### src/rtl/riscv_pkg.sv
// ============================================================================
// riscv_pkg
// Shared definitions for the RV32I decode stage.
//   - opcode constants for the instruction groups this stage decodes
//   - ALU class codes carried in the low bits of alu_op
//   - bit positions of the fields inside alu_op
//   - alu_op_pack(): builds an alu_op word from {alt, funct3, class}
// ============================================================================
package riscv_pkg;

    localparam int XLEN = 32;

    localparam logic [6:0] OPC_OP     = 7'b0110011;
    localparam logic [6:0] OPC_OP_IMM = 7'b0010011;
    localparam logic [6:0] OPC_LUI    = 7'b0110111;
    localparam logic [6:0] OPC_AUIPC  = 7'b0010111;

    typedef enum logic [2:0] {
        ALU_CLS_R     = 3'b000,
        ALU_CLS_I     = 3'b001,
        ALU_CLS_LUI   = 3'b010,
        ALU_CLS_AUIPC = 3'b011
    } alu_cls_e;

    // alu_op = {alt, funct3[2:0], class[2:0]}
    localparam int ALU_OP_ALT_BIT = 6;
    localparam int ALU_OP_F3_LSB  = 3;
    localparam int ALU_OP_CLS_LSB = 0;

    function automatic logic [6:0] alu_op_pack(input logic       alt,
                                               input logic [2:0] funct3,
                                               input alu_cls_e   cls);
        logic [6:0] op;
        op                          = '0;
        op[ALU_OP_ALT_BIT]          = alt;
        op[ALU_OP_F3_LSB +: 3]      = funct3;
        op[ALU_OP_CLS_LSB +: 3]     = cls;
        return op;
    endfunction

endpackage

### src/rtl/decode_stage_regfile.sv
// ============================================================================
// regfile
// Integer register file: 2 asynchronous read ports, 1 synchronous write port,
// synchronous active-high reset clearing every register.
//   clk, rst          clock / synchronous reset (writes ignored under reset)
//   raddr[2], rdata[2] read ports (x0 always reads 0)
//   we, waddr, wdata   write port (writes to x0 are dropped)
// Optional macro DECODE_WB_BYPASS_EN: a read of the register being written in
// the same cycle returns the write data instead of the stored value.
// ============================================================================
module regfile
    import riscv_pkg::*;
#(
    parameter int XLEN = 32,
    parameter int NREG = 32,
    parameter int AW   = 5
) (
    input  logic                 clk,
    input  logic                 rst,
    input  logic [1:0][AW-1:0]   raddr,
    output logic [1:0][XLEN-1:0] rdata,
    input  logic                 we,
    input  logic [AW-1:0]        waddr,
    input  logic [XLEN-1:0]      wdata
);

    logic [XLEN-1:0] regs_q [NREG];

    // x0 is never written, so it stays at its reset value of zero.
    always_ff @(posedge clk) begin
        if (rst) begin
            for (int i = 0; i < NREG; i++) begin
                regs_q[i] <= '0;
            end
        end else if (we && (waddr != '0)) begin
            regs_q[waddr] <= wdata;
        end
    end

    genvar gi;
    generate
        for (gi = 0; gi < 2; gi++) begin : g_rport
`ifdef DECODE_WB_BYPASS_EN
            assign rdata[gi] = (raddr[gi] == '0)                ? '0    :
                               (we && (waddr == raddr[gi]))     ? wdata :
                                                                  regs_q[raddr[gi]];
`else
            assign rdata[gi] = (raddr[gi] == '0) ? '0 : regs_q[raddr[gi]];
`endif
        end
    endgenerate

endmodule

### src/rtl/decode_stage.sv
// ============================================================================
// decode_stage
// RV32I decode stage: decodes OP / OP-IMM / LUI / AUIPC, reads the register
// file and presents {operand1, operand2, alu_op, rd_addr, rd_we, illegal}
// to execute through a registered valid/ready output.
//   clk, rst                      clock / synchronous active-high reset
//   if_valid, if_ready, if_instr, if_pc   fetch-side handshake and payload
//   ex_valid, ex_ready            execute-side handshake
//   operand1, operand2, alu_op, rd_addr, rd_we, illegal   output bundle
//   wb_we, wb_addr, wb_data       writeback port into the register file
// Optional macro DECODE_WB_BYPASS_EN: write-through bypass in the regfile.
// ============================================================================
module decode_stage
    import riscv_pkg::*;
#(
    parameter int XLEN     = riscv_pkg::XLEN,
    parameter int NREG     = 32,
    parameter int ALU_OP_W = 7
) (
    input  logic                clk,
    input  logic                rst,
    input  logic                if_valid,
    output logic                if_ready,
    input  logic [31:0]         if_instr,
    input  logic [XLEN-1:0]     if_pc,
    output logic                ex_valid,
    input  logic                ex_ready,
    output logic [XLEN-1:0]     operand1,
    output logic [XLEN-1:0]     operand2,
    output logic [ALU_OP_W-1:0] alu_op,
    output logic [4:0]          rd_addr,
    output logic                rd_we,
    output logic                illegal,
    input  logic                wb_we,
    input  logic [4:0]          wb_addr,
    input  logic [XLEN-1:0]     wb_data
);

    logic [6:0] opcode;
    logic [2:0] funct3;
    logic [6:0] funct7;
    assign opcode = if_instr[6:0];
    assign funct3 = if_instr[14:12];
    assign funct7 = if_instr[31:25];

    logic [1:0][4:0]      rf_raddr;
    logic [1:0][XLEN-1:0] rf_rdata;
    assign rf_raddr[0] = if_instr[19:15];
    assign rf_raddr[1] = if_instr[24:20];

    regfile #(.XLEN(XLEN), .NREG(NREG), .AW(5)) u_regfile (
        .clk   (clk),
        .rst   (rst),
        .raddr (rf_raddr),
        .rdata (rf_rdata),
        .we    (wb_we && !rst),
        .waddr (wb_addr),
        .wdata (wb_data)
    );

    logic [XLEN-1:0]     op1_d, op2_d;
    logic [ALU_OP_W-1:0] alu_op_d;
    logic                legal_d;

    always_comb begin
        op1_d    = '0;
        op2_d    = '0;
        alu_op_d = '0;
        legal_d  = 1'b0;
        case (opcode)
            OPC_OP: begin
                // Only SUB/SRA may set funct7[5]; every other funct7 is reserved.
                legal_d  = (funct7 == 7'b0000000) ||
                           ((funct7 == 7'b0100000) && ((funct3 == 3'b000) || (funct3 == 3'b101)));
                op1_d    = rf_rdata[0];
                op2_d    = rf_rdata[1];
                alu_op_d = ALU_OP_W'(alu_op_pack(if_instr[30], funct3, ALU_CLS_R));
            end
            OPC_OP_IMM: begin
                op1_d = rf_rdata[0];
                if ((funct3 == 3'b001) || (funct3 == 3'b101)) begin
                    // Shift-immediate: shamt is unsigned; only bit 30 may be set
                    // in the upper field, and it only selects SRAI.
                    legal_d  = ({funct7[6], funct7[4:0]} == 6'b0);
                    op2_d    = XLEN'(if_instr[24:20]);
                    alu_op_d = ALU_OP_W'(alu_op_pack((funct3 == 3'b101) && if_instr[30],
                                                     funct3, ALU_CLS_I));
                end else begin
                    legal_d  = 1'b1;
                    op2_d    = XLEN'($signed(if_instr[31:20]));
                    alu_op_d = ALU_OP_W'(alu_op_pack(1'b0, funct3, ALU_CLS_I));
                end
            end
            OPC_LUI: begin
                legal_d  = 1'b1;
                op2_d    = XLEN'({if_instr[31:12], 12'b0});
                alu_op_d = ALU_OP_W'(alu_op_pack(1'b0, 3'b000, ALU_CLS_LUI));
            end
            OPC_AUIPC: begin
                legal_d  = 1'b1;
                op1_d    = if_pc;
                op2_d    = XLEN'({if_instr[31:12], 12'b0});
                alu_op_d = ALU_OP_W'(alu_op_pack(1'b0, 3'b000, ALU_CLS_AUIPC));
            end
            default: legal_d = 1'b0;
        endcase
        // An illegal encoding still travels down the pipe, but as an inert bundle.
        if (!legal_d) begin
            op1_d    = '0;
            op2_d    = '0;
            alu_op_d = '0;
        end
    end

    logic                ex_valid_q;
    logic [XLEN-1:0]     op1_q, op2_q;
    logic [ALU_OP_W-1:0] alu_op_q;
    logic [4:0]          rd_addr_q;
    logic                rd_we_q, illegal_q;

    assign if_ready = !ex_valid_q || ex_ready;

    always_ff @(posedge clk) begin
        if (rst) begin
            ex_valid_q <= 1'b0;
            op1_q      <= '0;
            op2_q      <= '0;
            alu_op_q   <= '0;
            rd_addr_q  <= '0;
            rd_we_q    <= 1'b0;
            illegal_q  <= 1'b0;
        end else if (if_valid && if_ready) begin
            ex_valid_q <= 1'b1;
            op1_q      <= op1_d;
            op2_q      <= op2_d;
            alu_op_q   <= alu_op_d;
            rd_addr_q  <= if_instr[11:7];
            rd_we_q    <= legal_d && (if_instr[11:7] != 5'd0);
            illegal_q  <= !legal_d;
        end else if (ex_ready) begin
            ex_valid_q <= 1'b0;
        end
    end

    assign ex_valid = ex_valid_q;
    assign operand1 = op1_q;
    assign operand2 = op2_q;
    assign alu_op   = alu_op_q;
    assign rd_addr  = rd_addr_q;
    assign rd_we    = rd_we_q;
    assign illegal  = illegal_q;

endmodule

### config.mk
export PLATFORM = sky130hd
export DESIGN_NAME = decode_stage
export DESIGN_NICKNAME = d
export VERILOG_FILES = /design/src/rtl/riscv_pkg.sv /design/src/rtl/decode_stage_regfile.sv /design/src/rtl/decode_stage.sv
export SDC_FILE = /design/constraint.sdc
export NUM_CORES = 2
export LEC_CHECK = 0
export CAP_MARGIN = 20
export CORE_UTILIZATION = 56
export DETAILED_ROUTE_END_ITERATION = 10
export PLACE_DENSITY = 0.79
export REMOVE_ABC_BUFFERS = 1
export SETUP_SLACK_MARGIN = 0.3
export SLEW_MARGIN = 20
export SYNTH_ARGS = -nofsm -noshare
export SYNTH_HDL_FRONTEND = slang
export SYNTH_HIERARCHICAL = 1
export SYNTH_SLANG_ARGS = --single-unit
### constraint.sdc
create_clock -name clk -period 7 [get_ports clk]
set_input_delay 1.4 -clock clk [delete_from_list [all_inputs] [get_ports clk]]
set_output_delay 1.4 -clock clk [all_outputs]
set_load 0.02 [all_outputs]
# ---- Yosys cells after proc, flatten, opt, wreduce, memory -nomap -nowiden
# Memory sizes are Yosys's and may differ from the RTL's.
# Index checks and enable logic that the tools add are counted.
dict set report word_totals {
  mem_count 1
  ram_bits 1024
  output_inout_bits 80
  reg_bits 79
  inputBits 106
}
dict set report op_classes {
  mux 22
  reduce_logical 24
  eq_ne 7
}
# name depth word_bits read_ports rd_clocked_by_memory_dff write_ports line_no
set memory_table {}
lappend memory_table {u_regfile.regs_q 32 32 2 0 32 decode_stage_regfile.sv:27} ;# logic [XLEN-1:0] regs_q [NREG];
# cell n
set op_table {}
lappend op_table {{$mux W32} 6}
lappend op_table {{$pmux W32 S3} 1}
lappend op_table {{$pmux W32 S2} 1}
lappend op_table {{$reduce_or A32 Y1} 1}
lappend op_table {{$pmux W7 S4} 1}
lappend op_table {{$eq A7 B6 Y1 const B} 3}
lappend op_table {{$eq A7 B5 Y1 const B} 2}
lappend op_table {{$mux W7} 2}
lappend op_table {{$logic_not A5 Y1} 2}
lappend op_table {{$reduce_bool A5 Y1} 2}
lappend op_table {{$mux W1} 9}
lappend op_table {{$logic_not A7 Y1} 1}
lappend op_table {{$logic_and A1 B1 Y1} 6}
lappend op_table {{$logic_not A6 Y1} 1}
lappend op_table {{$mux W5} 1}
lappend op_table {{$logic_or A1 B1 Y1} 4}
lappend op_table {{$reduce_or A2 Y1} 2}
lappend op_table {{$eq A3 B1 Y1 const B} 1}
lappend op_table {{$eq A3 B3 Y1 const B} 1}
lappend op_table {{$logic_not A1 Y1} 3}
lappend op_table {{$logic_not A3 Y1} 1}
lappend op_table {{$pmux W1 S3} 1}
lappend op_table {{$reduce_bool A2 Y1} 1}

# ---- Longest topological paths before layout
dict set report logic_depth {
  ltp_word 8
  ltp_mapped 12
}

# ---- Modules after synthesis
# The synthesis kept the hierarchy.
# module area_per_inst_um2 cells_per_inst instances seq_area_each_um2
set by_module_without_submodules {}
lappend by_module_without_submodules {regfile 54253.3 3502 1 30749.5}
lappend by_module_without_submodules {decode_stage 3508.4 438 1 1561.5}

# ---- Least setup slack after synthesis
# OpenSTA, ideal clock, no wires.
dict set report synth_timing {
  path_kind {input -> register}
  start {input rst}
  end {memory u_regfile.regs_q[12][0] (enable)}
  t_arrival_ns 3.438
  setup_slack_ns 3.188
  cell_stages 7
  path_cell_list {clkbuf_1 > clkbuf_1 > nor2b_1 > or4b_2 > clkbuf_1 > nor2_1 > or2_2}
}
# item line_no
set synth_lines {}
lappend synth_lines {{start: declaration} decode_stage.sv:21} ;# input logic rst,
lappend synth_lines {{end: declaration} decode_stage_regfile.sv:27}

==> out/metrics.cfg <==
[clock_tree]
postCtsSetupBuffers=0
cts_hold_buffers=0
clk_path_buf_depth=3
clock-sinks=1102
insertion_delay_ns=0.71
cts_root_buf=clkbuf_16
cts_tree=done
cts_made_buffers=112
cts_resized=0
clk_pin_slew_ns=0.06
h-tree-depth=3

[grt]
grt_pass1_vias=38200
overflow=0
grt_pass1_wl_microns=268000
antenna_found_initial=9
grt_start_max_net_pins=85
grt_usage_pct=36.4

[layout]
fillers=7204
seqCellArea_sq_mm=0.0323
final_common_cell=edfxtp_1
multi_input_area_sq_mm=0.0238
area_growth_pct=11.2
layout.nets=4078
drive_gt1_share_pct=22.2
final_util_pct=63.0
final_cell_mix=edfxtp_1 (1,024), and2_1 (1,001), mux4_2 (472)

[floorplan]
die_y_microns=323
row_count=117
dieArea_sq_mm=0.104
core_area_sq_mm=0.102
die_x_microns=323
start_util_pct=56.6
io_pins=186

[status]
status=finished, final reports clean

[placed_design]
dpl.hpwl_microns=111000
place_congestion=0.902
port_buffers=184

[timing]
setup_viol_count_final=0
post-route-min-period_ns=4.81
worst_pin_slew_ns=1.32
fin_crit_sh_pct=68.8
maxSlewViolCount=0
relSlewSlack_pct=11.8
clock.fmax_mhz=208
worst_clock_skew_ns=0.0314
rsz0062_at_grt=no
hold_violations=0
setup_tns_ns=0

[drt]
vias=39200
vias_per_cell=7.20
wl_per_cell_microns=35.0
drt_iter0_markers=7322
drc=0
drtAntennaViolNets=0
wirelength_microns=191000
drt_first_pass_iters=7

[synth]
synth_top_family_by_area=multiplexers
muxShareOfSynthArea_pct=21.7
synth_edf_count=1024
synth-main-ff-cell=edfxtp_1
synth-simple-area-share_pct=13.8
synth_top_area_share_pct=53.2
synth_area_sq_mm=0.0578
synth.area.top_cells=edfxtp_1 (53%), mux4_2 (18%), and2_1 (11%), dfxtp_1 (2.7%), mux2i_1 (2.7%)
synth_xor_area_share_pct=0.0152
synthAdderAreaFrac_pct=0
syn_inst=3940
synth-seq-area-share_pct=55.9
async_flop_share_pct=0
synthDistinctLibCells=59
synth_compound_area_share_pct=5.15
yosys.area.top_type=edfxtp_1
yosysWarnings=6
ys_seq_elements=1102
avgSynthCellArea_sq_um=14.7

[pwr]
p_leak_nw=21.9
ir_drop_uv=183
powerDensity_mw_per_mm2=239

[critical_path]
start_kind=input pin
critPathKind=input pin to flop
crit_arrival_ns=5.35
worst-path-max-fanout=27
critPathRequiredTime_ns=7.54
end_kind=flop

[hold_path]
hold_path_class=flop to flop

[run]
drv_cap=0

## cells in the mapped netlist, drive strengths merged, types with 7 or more instances
master	instances
edfxtp	1024
and2	1002
mux4	472
clkbuf	294
mux2i	155
buf	128
o22ai	103
nand2	92
dfxtp	78
o21ai	75
a2111oi	72
a22o	69
nor3	55
a21oi	51
nor2b	51
nor2	43
or2	33
mux2	30
a22oi	18
a211oi	8
nor4	8
a31oi	7
inv	7
## logic make-up after synthesis
logic type      Yosys count
simple gates           1326
mux                     657
xor+xnor                  1
other cells               2
compound gates          422
buf+inv                 430
flops                  1102
## critical path, stage by stage
cell	delay (ns)
clkdlybuf4s50_1	0.52
buf_4	0.48
or3b_4	0.74
o22ai_1	0.14
a2111oi_1	1.15
nor3_1	0.20
a22o_1	0.25
o21ai_0	0.19
a2111oi_0	0.16
## where the power goes
part           internal [mW]  total [mW]  leakage, nW  switching, mW
registers               7.52        7.72         10.4          0.194
clock network           3.24        5.80         1.70           2.56
logic                  0.758        1.81         9.87           1.05
total                   11.5        15.3         21.9           3.80
## registers in the layout, indices dropped and copies added (netlist names)
| name | cells |
|---|---|
| rd_addr | 5 |
| alu_op | 6 |
| ex_valid | 1 |
| rd_we | 1 |
| operand1 | 32 |
| u_regfile/regs_q | 1024 |
| operand2 | 32 |
| illegal | 1 |
## final cells by class
class / count / share of cell area (%)
Sequential cell: 1102 / 50.3
Antenna cell: 9 / 0.0351
Tap cell: 1368 / 2.66
Multi-Input combinational cell: 2439 / 37.0
Clock buffer: 153 / 4.73
Timing Repair Buffer: 309 / 4.51
Clock inverter: 56 / 0.689
Inverter: 8 / 0.0467
## routing by layer
layer	vias up	global-route usage, %	share of wire (%)
li1	15200	-	-
met1	19500	46.1	33
met2	3760	56.1	45
met3	738	12.3	16
met4	6	18.7	5.6
met5	-	0	0.019
## final timing paths
| check | end | start | cells after the start | slack [ns] |
|---|---|---|---|---|
| worst min-delay path | alu_op[5] | alu_op[5] | 2 | 0.45 |
| worst max register to register | operand2[26] | u_regfile/regs_q[30][26] | 7 | 3.85 |
| worst max-delay path | operand2[26] | if_instr[23] | 9 | 2.19 |
| worst min register to register | alu_op[5] | alu_op[5] | 2 | 0.45 |
## metrics by stage
stage	hold WS, ns	power (mW)	instance area [sq um]	instances	worst slack (ns)
2_1_floorplan	0.524	8.66	55900	3549	2.03
3_3_place_gp	0.435	9.52	60600	5219	1.31
3_5_place_dp	0.441	9.58	60800	5226	1.69
4_1_cts	0.451	15.2	64300	5435	2.44
5_1_grt	0.472	15.6	64200	5435	2.24
6_report	0.449	15.3	64200	5444	2.19
(Power assumes the default switching activity.)
